===== src/rtl/uart_tx.sv =====
// UART transmitter: VALID/READY byte in, async serial frame out on TX.
// Frame: start bit, LSB-first data, optional parity bit, one stop bit.
module uart_tx #(
    parameter int DATA_BITS    = 8,
    parameter int CLKS_PER_BIT = 4,
    parameter int PARITY_EN    = 0,
    parameter int PARITY_ODD   = 0
) (
    input  logic                 CLK,
    input  logic                 RESET,
    input  logic [DATA_BITS-1:0] DATA_IN,
    input  logic                 VALID,
    output logic                 READY,
    output logic                 TX,
    output logic                 BUSY
);

    localparam int CW = $clog2(DATA_BITS + 1);
    localparam int DW = (CLKS_PER_BIT > 1) ? $clog2(CLKS_PER_BIT) : 1;
    localparam logic [DW-1:0] DIV_LAST = DW'(CLKS_PER_BIT - 1);
    localparam logic [CW-1:0] CNT_LAST = CW'(DATA_BITS - 1);
    localparam logic          ODD      = (PARITY_ODD != 0);
    localparam logic          PAR_ON   = (PARITY_EN != 0);

    typedef enum logic [2:0] {
        IDLE,
        START,
        DATA,
        PARITY,
        STOP
    } state_t;

    state_t               state_q, state_d;
    logic [DW-1:0]        div_q, div_d;
    logic [CW-1:0]        cnt_q, cnt_d;
    logic [DATA_BITS-1:0] shift_q, shift_d;
    logic                 par_q, par_d;
    logic                 tx_q, tx_d;
    logic                 ready_q, ready_d;
    logic                 bit_end;

    assign bit_end = (div_q == DIV_LAST);

    always_ff @(posedge CLK or posedge RESET) begin
        if (RESET) begin
            state_q <= IDLE;
            div_q   <= '0;
            cnt_q   <= '0;
            shift_q <= '0;
            par_q   <= 1'b0;
            tx_q    <= 1'b1;
            ready_q <= 1'b1;
        end else begin
            state_q <= state_d;
            div_q   <= div_d;
            cnt_q   <= cnt_d;
            shift_q <= shift_d;
            par_q   <= par_d;
            tx_q    <= tx_d;
            ready_q <= ready_d;
        end
    end

    always_comb begin
        state_d = state_q;
        div_d   = '0;
        cnt_d   = cnt_q;
        shift_d = shift_q;
        par_d   = par_q;
        tx_d    = tx_q;
        ready_d = ready_q;

        // Divider free-runs through every non-idle bit and wraps on bit_end.
        if (state_q != IDLE && !bit_end) begin
            div_d = div_q + 1'b1;
        end

        case (state_q)
            IDLE: begin
                tx_d    = 1'b1;
                ready_d = 1'b1;
                if (VALID) begin
                    shift_d = DATA_IN;
                    par_d   = (^DATA_IN) ^ ODD;
                    cnt_d   = '0;
                    tx_d    = 1'b0;
                    ready_d = 1'b0;
                    state_d = START;
                end
            end
            START: begin
                if (bit_end) begin
                    tx_d    = shift_q[0];
                    cnt_d   = '0;
                    state_d = DATA;
                end
            end
            DATA: begin
                if (bit_end) begin
                    shift_d = shift_q >> 1;
                    if (cnt_q == CNT_LAST) begin
                        if (PAR_ON) begin
                            tx_d    = par_q;
                            state_d = PARITY;
                        end else begin
                            tx_d    = 1'b1;
                            state_d = STOP;
                        end
                    end else begin
                        cnt_d = cnt_q + 1'b1;
                        tx_d  = shift_q[1];
                    end
                end
            end
            PARITY: begin
                if (bit_end) begin
                    tx_d    = 1'b1;
                    state_d = STOP;
                end
            end
            STOP: begin
                if (bit_end) begin
                    tx_d    = 1'b1;
                    ready_d = 1'b1;
                    state_d = IDLE;
                end
            end
            default: begin
                tx_d    = 1'b1;
                ready_d = 1'b1;
                state_d = IDLE;
            end
        endcase
    end

    assign TX    = tx_q;
    assign READY = ready_q;
    assign BUSY  = ~ready_q;

endmodule


===== config.mk =====
export PLATFORM = sky130hd
export DESIGN_NAME = uart_tx
export DESIGN_NICKNAME = d
export VERILOG_FILES = /design/src/rtl/uart_tx.sv
export SDC_FILE = /design/constraint.sdc
export NUM_CORES = 1
export LEC_CHECK = 0
export CAP_MARGIN = 20
export CORE_UTILIZATION = 56
export CTS_BUF_LIST = sky130_fd_sc_hd__clkbuf_4 sky130_fd_sc_hd__clkbuf_8
export CTS_CLUSTER_DIAMETER = 40
export DETAILED_ROUTE_END_ITERATION = 8
export PLACE_DENSITY = 0.92
export RECOVER_POWER = 25
export SLEW_MARGIN = 20
export SYNTH_ARGS = -nofsm -noshare
export SYNTH_HDL_FRONTEND = slang
export SYNTH_SLANG_ARGS = --single-unit

===== constraint.sdc =====
create_clock -name CLK -period 1.9 [get_ports CLK]
set_input_delay 0.19 -clock CLK [delete_from_list [all_inputs] [get_ports CLK]]
set_output_delay 0.19 -clock CLK [all_outputs]
set_load 0.05 [all_outputs]

==> results of run 1 <==
[layout make-up]
class                   instances  area (um2)  share of cell area
clock buffers                   4       30.03             0.02351
inverters                       4       15.01             0.01175
multi-input cells              67       551.8              0.4319
flip-flops and latches         19       478.0              0.3741
well taps                      25       31.28             0.02449
repair buffers                 19       171.4              0.1342
[report_power, final]
group | switching [mW] | total (mW) | internal [mW]
Sequential | 0.152 | 0.755 | 0.603
Combinational | 0.540 | 1.12 | 0.583
Clock | 0.119 | 0.216 | 0.0962
Total | 0.811 | 2.09 | 1.28
[state kept, by name (all words and copies together), names as in the netlist]
name and flops:
READY 1, TX 1, cnt_q 4, div_q 2, shift_q 8, state_q 3
[routing by layer]
| layer | global-route usage | share of wire | vias up |
|---|---|---|---|
| li1 | - | - | 387 |
| met4 | 0.1235 | 0.024 | 0 |
| met2 | 0.4056 | 0.51 | 19 |
| met3 | 0.04762 | 0.037 | 5 |
| met5 | 0 | 0 | - |
| met1 | 0.2734 | 0.43 | 401 |
[kinds of logic (layout without fill, tap and decap cells)]
group | after synthesis | in the layout | synth area share
and+or+nand+nor | 30 | 30 | 0.1761
DFF | 19 | 19 | 0.4426
muxes | 18 | 18 | 0.2016
AOI/OAI and AO/OA | 17 | 17 | 0.1101
buffers and inverters | 10 | 27 | 0.04634
adders and majority gates | 2 | 2 | 0.02317
[worst register-to-register path: stages (launching register included)]
cell and delay (ns):
dfrtp_1 0.37, ha_1 0.32, nand2_1 0.15, a21boi_2 0.35, mux2_2 0.39
[how the worst max path moves through the flow]
stage | cells past startpoint | endpoint | start | slack, ns
final | 1 | TX | TX$_DFFE_PP1P_ | 0.08
after CTS | 1 | TX | TX$_DFFE_PP1P_ | 0.07
after global routing | 5 | cnt_q[0]$_DFFE_PP0P_ | div_q[0]$_DFF_PP0_ | 0.005
after global placement | 4 | shift_q[3]$_DFFE_PP0P_ | VALID | 0.18
after floorplan | 5 | shift_q[0]$_DFFE_PP0P_ | state_q[0]$_DFFE_PP0P_ | 0.34
after detailed placement | 4 | shift_q[4]$_DFFE_PP0P_ | VALID | 0.18
[layout by cell type, fill, tap and decap left out, types with 4 or more instances in the layout]
cell type         n
mux2_2           10
dfrtp_1          17
inv_1             4
clkbuf_4          4
clkdlybuf4s50_1  12
nor2b_1           4
o21ai_0           4
mux2_4            5
nor2_1            5
buf_4             5
nor3_1            4
==> qor_table.md, run 1 <==
| Result | This run | Unit |
|---|---|---|
| Status | finished clean | - |
| Kind of start point of the critical path | flop | - |
| Antenna violations before repair | 0 | - |
| Largest net degree at the start of global routing | 20 | - |
| Via count of the first global-routing pass | 777 | - |
| Critical path data arrival time | 1.63 | ns |
| Skew final | 0.004260 | ns |
| Most frequent cells after synthesis | dfrtp_1 (17), mux2_2 (10), mux2_4 (5), nor2_1 (5) | - |
| Cell Pwr Density | 1639 | nW/um2 |
| Source of the worst hold timing path | div_q[0]$_DFF_PP0_ | - |
| Clock slew seen by the registers of the worst setup and hold paths | 0.10 | ns |
| Cell family with the largest share of critical-path delay | buffers and inverters | - |
| Synth Warn # | 0 | - |
| Crit-path max cell delay | 0.79 | ns |
| CP endpoint kind | output port | - |
| Post-DP HPWL | 1512 | um |
| First-iteration detailed-routing DRC count | 9 | - |
| Actual slew at the worst max-slew pin | 1.014 | ns |
| Total number of H-tree levels | 1 | - |
| Share of Yosys cell area claimed by the top area cell type | 0.3940 | - |
| Period minus WS final | 1.819 | ns |
| Syn nets | 109 | - |
| Core Footprint | 1764 | um2 |
| Count of antenna-violating nets left after detailed routing | 0 | - |
| Routed vias | 812 | - |
| Leading area contributor after synthesis | dfrtp_1 | - |
| Buffers plus inverters on the worst setup path | 1 | - |
| Cell row count | 15 | - |
| Clock tree sinks | 19 | - |
| Cell area reported after detailed placement | 1251 | um2 |
| Count of filler cells inserted in the layout | 155 | - |
| Register bit count reported by yosys | 19 | - |
| Hold Path Stages | 1 | - |
| Final Worst Setup Slack | 0.08146 | ns |
| Setup repair after global routing missed its margin | no | - |
| TritonRoute pass-1 iters | 4 | - |
| Fmax achieved | 549.9 | MHz |
| Class of the tightest hold or removal check | flop to flop | - |
| Share of post-route cells with drive strength above 1 | 0.2478 | - |
| Syn-to-layout area delta | 18.31 | % |
| Clock tree root driver cell | clkbuf_4 | - |
| Leakage power | 0.5317 | nW |
| Number of slew-limit violations in the final report | 0 | - |
| Endpoint of the worst hold path | div_q[0]$_DFF_PP0_ | - |
| R2r setup slk | 0.20 | ns |
| R2R depth | 4 | - |
| Placed instance count | 134 | - |
| Count of input and output buffers | 13 | - |
| Placement Setup Slack | 0.1802 | ns |
| Number of enable flip-flop cells after synthesis | 0 | - |
| Number of CTS-inserted buffers | 3 | - |
| Die Outline Area | 2108 | um2 |
| Kind of critical path | flop to output port | - |
| Number of resized instances in the post-cts repair step | 0 | - |
| Number of placed I/O pins | 14 | - |
| Number of standard cells in the layout, taps in and fillers out | 138 | - |
| GRT Resource Usage Total | 0.2361 | - |
| Cell variety after synth | 36 | - |
| Worst supply voltage drop on vdd | 814.8 | uV |
| DR WL/cell | 14.66 | um |
| Fin Setup TNS | 0 | ns |
| Fraction of the yosys area taken by sequential cells | 0.4426 | - |
| ANT cells | 0 | - |
| Post-route cell area | 1277 | um2 |
| Clk buf depth | 2 | - |
| Startpoint of the worst register-to-register path | div_q[0]$_DFF_PP0_ | - |
| Total chip power | 2.094 | mW |
| Aggregate global routing overflow | 0 | - |
| Biggest fanout along the worst timing path | 2 | - |
| Final setup viols | 0 | - |
| Cell breakdown of the critical path | clkdlybuf4s50_1 | - |
| Die X | 45.91 | um |
| Cells after Synth | 96 | - |
| Primary flip-flop cell chosen by synthesis mapping | dfrtp_1 | - |
| Wire length reported by the detailed router | 2023 | um |
| TritonCTS clock tree | yes | - |
| Net count, final | 127 | - |
| Max transition margin | 0.3241 | - |
| Cell with the most instances after synthesis | dfrtp_1 | - |
| Final weighted congestion in routability-driven placement | 0.8435 | - |
| Required time worst endpoint | 1.71 | ns |
| Post-CTS Setup Bufs | 0 | - |
| Share of flip-flops with an asynchronous set or reset | 1.000 | - |
| Post-synth design cell area | 1080 | um2 |
| Max cap viols | 0 | - |
| Terminus of the critical flop-to-flop path | shift_q[4]$_DFFE_PP0P_ | - |
| Worst slack on hold paths | 0.4591 | ns |
| Remaining DRCs | 0 | - |
| Clock insertion delay at the later pin of the skew report | 0.30 | ns |
| Initial core utilization | 0.6121 | - |
| Master of the slowest instance on the critical path | clkdlybuf4s50_1 | - |
| Global-route wire length before repair | 3353 | um |
| Portion of the clock cycle consumed by the worst path in the final layout | 0.9571 | - |
| Ratio of routed vias to standard cells | 5.884 | - |
| CTS Hold Buffers Added | 0 | - |
| Syn_area_per_cell | 11.25 | um2 |
| Main area contributors after synthesis | dfrtp_1 (39%), mux2_2 (10%), mux2_4 (7.0%) | - |
| Vert. Die Dim | 45.91 | um |
| Hold Fails Final Rpt | 0 | - |
| Core Util, Final | 0.7241 | - |
Power figures use the tool's default switching activity.
==> run 2, diff against run 1 <==
- TNS_END_PERCENT: not set -> 20
==> results of run 2 <==
Same layout as run 1: the final DEF is identical, and so are final timing and power.
==> run 3, diff against run 2 <==
- CORE_UTILIZATION: 56 -> 33
- HOLD_SLACK_MARGIN: not set -> 0.02
- PLACE_DENSITY: 0.92 -> 0.63
==> qor_table.md, run 3 (synthesis gave the netlist of run 1 again) <==
| Result | This run | Unit | Delta |
|---|---|---|---|
| Status | finished clean | - |  |
| Total number of H-tree levels | 1 | - | unchanged |
| Clock insertion delay at the later pin of the skew report | 0.29 | ns | about the same |
| Post-route cell area | 1301 | um2 | +1.9% |
| Most frequent standard cell in the layout excluding fill and tap cells | dfrtp_1 | - |  |
| Leakage power | 0.5317 | nW | unchanged |
| Max transition margin | 0.3311 | - | +0.007022 |
| Largest net degree at the start of global routing | 20 | - | unchanged |
| First-iteration detailed-routing DRC count | 31 | - | +22 |
| ANT cells | 0 | - | unchanged |
| Post-DP HPWL | 1537 | um | +1.6% |
| Actual slew at the worst max-slew pin | 1.003 | ns | -0.01053 ns |
| Count of antenna-violating nets left after detailed routing | 0 | - | unchanged |
| Biggest fanout along the worst timing path | 2 | - | unchanged |
| Met3 global-route usage | 0.03930 | - | -0.008318 |
| Vert. Die Dim | 59.20 | um | +29% |
| Met2 Track Usage GR | 0.2071 | - | -0.1986 |
| Post-CTS Setup Bufs | 0 | - | unchanged |
| Commonest cells after routing, fill and taps aside | dfrtp_1 (17), clkdlybuf4s50_1 (12), mux2_2 (10) | - |  |
| Clk buf depth | 2 | - | unchanged |
| Clock slew seen by the registers of the worst setup and hold paths | 0.11 | ns | about the same |
| Switching Share | 0.3828 | - | -0.004583 |
| Global-route wire length before repair | 3491 | um | +4.1% |
| Via count of the first global-routing pass | 771 | - | -0.77% |
| Kind of start point of the critical path | flop | - |  |
| Share of power burned in registers | 0.361 | - | about the same |
| Number of standard cells in the layout, taps in and fillers out | 157 | - | +14% |
| Class of the tightest hold or removal check | flop to flop | - |  |
| GRT Resource Usage Total | 0.1326 | - | -0.1036 |
| Core Util, Final | 0.4228 | - | -0.3013 |
| Wire length reported by the detailed router | 1999 | um | -1.2% |
| Placed instance count | 153 | - | +14% |
| Clock group share of total power | 0.104 | - | about the same |
| Portion of the clock cycle consumed by the worst path in the final layout | 0.9536 | - | -0.003564 |
| TritonRoute pass-1 iters | 3 | - | -1 |
| Share of total power in combinational logic | 0.535 | - | about the same |
| Max cap viols | 0 | - | unchanged |
| Buffers plus inverters on the worst setup path | 1 | - | unchanged |
| Number of slew-limit violations in the final report | 0 | - | unchanged |
| Power Internal | 1.279 | mW | -0.30% |
| DR WL/cell | 12.73 | um | -13% |
| Critical path data arrival time | 1.62 | ns | about the same |
| Period minus WS final | 1.812 | ns | -0.006771 ns |
| Share of post-route cells with drive strength above 1 | 0.2478 | - | unchanged |
| Initial core utilization | 0.3508 | - | -0.2612 |
| Die Outline Area | 3505 | um2 | +66% |
| Clock tree root driver cell | clkbuf_4 | - |  |
| CTS Hold Buffers Added | 0 | - | unchanged |
| TritonCTS clock tree | yes | - |  |
| Number of placed I/O pins | 14 | - | unchanged |
| Core Footprint | 3078 | um2 | +74% |
| Crit-path max cell delay | 0.79 | ns | about the same |
| Syn-to-layout area delta | 20.51 | % |  |
| Master of the slowest instance on the critical path | clkdlybuf4s50_1 | - |  |
| Cell area reported after detailed placement | 1275 | um2 | +1.9% |
| Cell row count | 20 | - | +5 |
| Hold Fails Final Rpt | 0 | - | unchanged |
| Cell Pwr Density | 1592 | nW/um2 | -2.9% |
| Ratio of routed vias to standard cells | 4.815 | - | -18% |
| Remaining DRCs | 0 | - | unchanged |
| Kind of critical path | flop to output port | - |  |
| Antenna violations before repair | 0 | - | unchanged |
| Final weighted congestion in routability-driven placement | 0.7814 | - | -7.4% |
| Number of CTS-inserted buffers | 3 | - | unchanged |
| Flip-flop count of the largest register after layout | 8 | - | unchanged |
| GRT busiest layer | met2 | - |  |
| Clock tree sinks | 19 | - | unchanged |
| Fin Setup TNS | 0 | ns | unchanged |
| Total chip power | 2.072 | mW | -1.0% |
| Aggregate global routing overflow | 0 | - | unchanged |
| Count of input and output buffers | 13 | - | unchanged |
| Cell family with the largest share of critical-path delay | buffers and inverters | - |  |
| Net count, final | 127 | - | unchanged |
| Power spent charging and discharging nets | 0.7932 | mW | -2.2% |
| Number of resized instances in the post-cts repair step | 0 | - | unchanged |
| Setup repair after global routing missed its margin | no | - |  |
| CP endpoint kind | output port | - |  |
| Final setup viols | 0 | - | unchanged |
| Required time worst endpoint | 1.71 | ns | about the same |
| Fmax achieved | 551.9 | MHz | +0.37% |
| Grt met1 use | 0.1802 | - | -0.09323 |
| Skew final | 0.003602 | ns | -0.0006585 ns |
| Die X | 59.20 | um | +29% |
| Worst supply voltage drop on vdd | 457.6 | uV | -44% |
| Top reg by flops | shift_q | - |  |
| Cell breakdown of the critical path | clkdlybuf4s50_1 | - |  |
| Routed vias | 756 | - | -6.9% |
| Largest registers | shift_q: 8 flops, cnt_q: 4 flops, state_q: 3 flops | - |  |
## run 3: cell counts in the layout (fill, tap and decap cells not counted)
No cell type changed its count.
## run 3: final timing paths
kind                                         from                      to  slack, ns  depth (start not counted)
min                            div_q[0]$_DFF_PP0_      div_q[0]$_DFF_PP0_       0.45                          1
min reg2reg                    div_q[0]$_DFF_PP0_      div_q[0]$_DFF_PP0_       0.45                          1
max reg2reg                state_q[1]$_DFFE_PP0P_  shift_q[5]$_DFFE_PP0P_       0.17                          4
max                                TX$_DFFE_PP1P_                      TX       0.09                          1
max in group asynchronous                   RESET    cnt_q[1]$_DFFE_PP0P_       0.65                          3
min in group asynchronous                   RESET  shift_q[7]$_DFFE_PP0P_       0.65                          3
## run 3: metal layers
layer,wire (um),share of wire
met1,999,0.50
met2,944,0.47
met3,37,0.019
met4,17,0.0085
met5,0,0
## run 3: stage by stage
stage | setup slack (ns) | hold slack, ns
5_1_grt | 0.03528 | 0.4763
3_3_place_gp | 0.1793 | 0.4300
3_5_place_dp | 0.1158 | 0.4403
6_report | 0.08823 | 0.4538
4_1_cts | 0.06176 | 0.2197
2_1_floorplan | 0.3366 | 0.1397
## run 3: cell type report
type | count | area, um2
Timing Repair Buffer | 19 | 171.4
Fill cell | 312 | 1777
Tap cell | 44 | 55.05
Inverter | 4 | 15.01
Multi-Input combinational cell | 67 | 551.8
Clock buffer | 4 | 30.03
Sequential cell | 19 | 478.0
## run 3: power groups by stage
| stage | registers (mW) | logic, mW | clock network (mW) |
|---|---|---|---|
| final | 0.747 | 1.11 | 0.215 |
| after CTS | 0.750 | 1.13 | 0.231 |
| after detailed placement | 0.760 | 1.13 | 0 |
| after global routing | 0.774 | 1.22 | 0.242 |
| after global placement | 0.741 | 1.09 | 0 |
| after floorplan | 0.775 | 0.848 | 0 |
